`config.mk`:
```
export PLATFORM = sky130hd
export DESIGN_NAME = ram_arbiter
export DESIGN_NICKNAME = d
export VERILOG_FILES = /design/src/rtl/ram_arbiter.sv
export SDC_FILE = /design/constraint.sdc
export NUM_CORES = 1
export LEC_CHECK = 0
export BUFFER_PORTS_ARGS = -buffer_cell sky130_fd_sc_hd__clkbuf_2
export CORE_UTILIZATION = 35
export CTS_CLUSTER_SIZE = 14
export DETAILED_ROUTE_END_ITERATION = 7
export PLACE_DENSITY = 0.79
export SETUP_SLACK_MARGIN = 0.3
export SLEW_MARGIN = 15
export SYNTH_ARGS = -nofsm -noshare
export SYNTH_HDL_FRONTEND = slang
export SYNTH_SLANG_ARGS = --single-unit
```
`constraint.sdc`:
```
create_clock -name clk -period 2.4 [get_ports clk]
set_input_delay 0.12 -clock clk [delete_from_list [all_inputs] [get_ports clk]]
set_output_delay 0.12 -clock clk [all_outputs]
set_load 0.02 [all_outputs]
```
`src/rtl/ram_arbiter.sv`:
```
// Two-master arbiter for the single-port program/data RAM.
// CPU has fixed priority; a starvation counter forces debug requests through.
module ram_arbiter #(
    parameter int DATA_WIDTH = 8,
    parameter int ADDR_WIDTH = 4,
    parameter int MAX_WAIT   = 4
) (
    input  logic                  clk,
    input  logic                  reset,
    input  logic                  cpu_req,
    input  logic                  cpu_we,
    input  logic                  cpu_lock,
    input  logic [ADDR_WIDTH-1:0] cpu_addr,
    input  logic [DATA_WIDTH-1:0] cpu_wdata,
    output logic                  cpu_gnt,
    output logic                  cpu_rvalid,
    output logic [DATA_WIDTH-1:0] cpu_rdata,
    input  logic                  dbg_req,
    input  logic                  dbg_we,
    input  logic                  dbg_lock,
    input  logic [ADDR_WIDTH-1:0] dbg_addr,
    input  logic [DATA_WIDTH-1:0] dbg_wdata,
    output logic                  dbg_gnt,
    output logic                  dbg_rvalid,
    output logic [DATA_WIDTH-1:0] dbg_rdata,
    output logic                  ram_we,
    output logic [ADDR_WIDTH-1:0] ram_addr,
    output logic [DATA_WIDTH-1:0] ram_wdata,
    input  logic [DATA_WIDTH-1:0] ram_rdata
);

    typedef enum logic [1:0] {
        SRC_NONE,
        SRC_CPU,
        SRC_DBG
    } src_t;

    localparam logic [3:0] WAIT_MAX = 4'(MAX_WAIT);

    src_t       owner;
    src_t       rd_tag;
    logic [3:0] wait_cnt;
    logic       dbg_starved;

    assign dbg_starved = dbg_req && (wait_cnt == WAIT_MAX);

    // Grants are held off while reset is asserted.
    always_comb begin
        cpu_gnt = 1'b0;
        dbg_gnt = 1'b0;
        if (reset) begin
            priority case (1'b1)
                (owner == SRC_CPU) && cpu_req: cpu_gnt = 1'b1;
                (owner == SRC_DBG) && dbg_req: dbg_gnt = 1'b1;
                dbg_starved:                   dbg_gnt = 1'b1;
                cpu_req:                       cpu_gnt = 1'b1;
                dbg_req:                       dbg_gnt = 1'b1;
                default: ;
            endcase
        end
    end

    assign ram_we    = (cpu_gnt && cpu_we) || (dbg_gnt && dbg_we);
    assign ram_addr  = dbg_gnt ? dbg_addr : cpu_addr;
    assign ram_wdata = dbg_gnt ? dbg_wdata : cpu_wdata;

    always_ff @(posedge clk or negedge reset) begin
        if (!reset) begin
            owner    <= SRC_NONE;
            rd_tag   <= SRC_NONE;
            wait_cnt <= 4'd0;
        end else begin
            if (cpu_gnt && cpu_lock) begin
                owner <= SRC_CPU;
            end else if (dbg_gnt && dbg_lock) begin
                owner <= SRC_DBG;
            end else begin
                owner <= SRC_NONE;
            end

            if (cpu_gnt && !cpu_we) begin
                rd_tag <= SRC_CPU;
            end else if (dbg_gnt && !dbg_we) begin
                rd_tag <= SRC_DBG;
            end else begin
                rd_tag <= SRC_NONE;
            end

            if (dbg_gnt || !dbg_req) begin
                wait_cnt <= 4'd0;
            end else if (wait_cnt < WAIT_MAX) begin
                wait_cnt <= wait_cnt + 4'd1;
            end
        end
    end

    assign cpu_rvalid = (rd_tag == SRC_CPU);
    assign dbg_rvalid = (rd_tag == SRC_DBG);
    assign cpu_rdata  = ram_rdata;
    assign dbg_rdata  = ram_rdata;

endmodule

```
==> metrics.md <==
| Metric | Value |
|---|---|
| Drt pass-1 iters | `4` |
| Worst slew pin tran | `0.443 ns` |
| Outcome | `completed` |
| ANT nets after route | `0` |
| Clk buf depth | `2` |
| I/O pins | `73` |
| Initial antenna violation count | `0` |
| Root Buffer | `clkbuf_4` |
| Mapped Nets | `between 100 and 150` |
| Rel. slew slack | `between 70% and 80%` |
| Clk_lat worst skew | `0.26 ns` |
| Setup TNS | `0 ns` |
| Fin. Hold Viols | `0` |
| Layout net count | `around 150` |
| Netlist cell types | `21` |
| Core Region | `around 0.002 mm^2` |
| Final WS setup | `~0.16 ns` |
| Startpoint types | `flip-flop` |
| Diodes inserted | `0` |
| Post-synth EDFFs | `0` |
| Initial Util | `roughly 37%` |
| CP endpoint kind | `output pin` |
| Ranking of synthesized cells by area | `dfrtp_1 (28%), buf_4 (17%), mux2_4 (13%), mux2_2 (9.4%), ha_1 (3.5%)` |
| Detailed Place HPWL | `between 1 and 1.5 mm` |
| DR vias/cell | `between 4 and 5` |
| Ys async rst share | `100%` |
| Required @ worst endpoint | `around 2.3 ns` |
| Max FO, Critical Path | `8` |
| Top-count cell post-synth | `buf_4` |
| Synth Flop Type | `dfrtp_1` |
| Synth top cells by count | `buf_4 (16), dfrtp_1 (8), mux2_2 (6), mux2_4 (6), inv_1 (5)` |
| Dpl ws | `roughly 0.11 ns` |
| Vias in the first global route | `roughly 580` |
| Minimum clock period | `around 2.2 ns` |
| Drt total wl | `~1.8 mm` |
| Htree depth | `1` |
| DRC viols | `0` |
| Mapped Area | `about 720 um^2` |
| Ys Warns | `0` |
| Grt ovf | `0` |
| Share of layout cells above drive strength 1 | `between 60% and 70%` |
| DR iter-0 viols | `9` |
| First-pass GRT wire length | `2.38 mm` |
| Worst Path Arrival | `2.12 ns` |
| Leakage Power | `between 0.5 and 0.6 nW` |
| DR WL/cell | `approximately 13 um` |
| Die W | `between 40 and 50 um` |
| Highest clock rate | `approximately 0.45 GHz` |
| Critical path class | `reg -> out` |
| Cells after Synth | `slightly above 70` |
| Clk slew on worst S/H paths | `roughly 0.05 ns` |
| Register bit total from synthesis | `8` |
| CTS sink count | `8` |
| Row Count | `16` |
| HP Class | `in -> reg` |
| Sequential-to-total area share from yosys stat | `27.8%` |
| Maximum number of pins on one net before global-route repair | `14` |
| Fin. max-slew vios | `0` |
| Count of input and output buffers | `48` |
| Mean Syn Cell Area | `between 10 and 15 um^2` |
| Synth area leader | `dfrtp_1` |
| Maximum VDD drop | `around 0.21 mV` |
| PwrDens | `between 400 and 500 mW/mm^2` |
| Final setup skew | `around 0.0014 ns` |
| Total global-route track usage | `16.0%` |
| Die Y | `approximately 47 um` |
| Fillers | `approximately 170` |
| CTS tree | `built` |
| Final setup fails | `0` |
| RePlAce Congestion | `slightly below 0.8` |
| Post-synth top area share | `roughly 28%` |
| CTS Buf Count | `3` |
| Via count | `about 660` |
| Layout area overhead | `38.5%` |
| Die area | `0.00224 mm^2` |
| RSZ-0062 raised after global routing | `true` |
| Final Cycle Share | `93.3%` |
| Maximum capacitance violations | `0` |
==> placed cells by master, fill, tap and decap left out, types with 2 or more instances in the layout <==
master / n
o21ai_0: 4
buf_4: 3
buf_6: 10
nand2_1: 2
mux2_4: 6
mux2_2: 6
o211a_4: 2
nor2b_1: 4
inv_1: 5
and2_1: 3
a21oi_1: 3
clkbuf_4: 3
nor2_1: 4
dfrtp_1: 8
clkbuf_2: 36
==> power breakdown <==
part / internal, mW / total (mW) / switching (mW)
Combinational: 0.0841 / 0.157 / 0.0724
Sequential: 0.141 / 0.144 / 0.00343
Clock: 0.0574 / 0.107 / 0.0492
Total: 0.282 / 0.408 / 0.125
==> layout make-up <==
| type | count | area (um^2) | share of cell area (%) |
|---|---|---|---|
| inverter | 5 | 18.8 | 1.88 |
| tap | 27 | 33.8 | 3.38 |
| multi-input combinational | 42 | 378 | 37.8 |
| sequential | 8 | 200 | 20.1 |
| timing repair buffer | 52 | 345 | 34.6 |
| clock buffer | 3 | 22.5 | 2.26 |
==> worst max-delay path: stages (launching register included) <==
cell	delay, ns
dfrtp_1	0.35
inv_1	0.05
ha_2	0.16
and4b_4	0.20
maj3_2	0.34
o211a_4	0.30
mux2_4	0.33
buf_8	0.13
==> sequential cells by signal (all words and copies together) (netlist names) <==
| signal | flops |
|---|---|
| rd_tag | 2 |
| owner | 2 |
| wait_cnt | 4 |
==> per-stage QoR <==
stage          util (%)  cells  power (mW)  area (um^2)  hold WS [ns]
2_1_floorplan         -     72       0.261          721        -0.176
3_3_place_gp       43.4    129       0.265          843      -0.00425
3_5_place_dp       43.4    129       0.269          843       0.00139
4_1_cts            47.7    137       0.387          927        0.0179
5_1_grt            51.4    137       0.425          998        0.0220
6_report           51.4    137       0.408          998        0.0175
==> path summary, 6_finish.rpt <==
path | startpoint | endpoint | slack (ns) | cells past startpoint
worst max-delay path | wait_cnt[0] | ram_wdata[1] | 0.16 | 7
worst min-delay path | dbg_we | rd_tag[1] | 0.02 | 2
worst max register to register | wait_cnt[0] | wait_cnt[0] | 0.73 | 7
worst min register to register | wait_cnt[3] | wait_cnt[3] | 0.56 | 2
max in group asynchronous | reset | rd_tag[1] | 1.89 | 2
min in group asynchronous | reset | wait_cnt[3] | 0.28 | 2
==> cells by family (layout without fill, tap and decap cells) <==
family,count (synthesis),in the layout,synth area share [%]
AOI/OAI and AO/OA,11,12,9.38
xor gates and xnor gates,1,1,1.22
adders and majority gates,3,3,5.03
buffers and inverters,23,60,23.6
DFF,8,8,27.8
muxes,12,12,21.9
and+or+nand+nor,14,14,11.1
==> per-layer routing <==
layer,wire length (um),global-route usage [%],up-vias
li1,-,-,304
met1,630,17.6,297
met2,918,25.2,47
met3,149,2.69,7
met4,63,16.0,0
met5,0,0,-
==> repair_timing <==
| action | CTS | global route |
|---|---|---|
| pin swaps | 3 | 4 |
| buffers inserted | 3 | 0 |
| endpoints found under the hold margin | 8 | 0 |
| hold buffers | 1 | 0 |
| cloned | 1 | 0 |
| gates resized for setup | 4 | 33 |
| endpoints found under the setup margin | 14 | 13 |
Note: power is estimated with default switching activity, not from simulation.
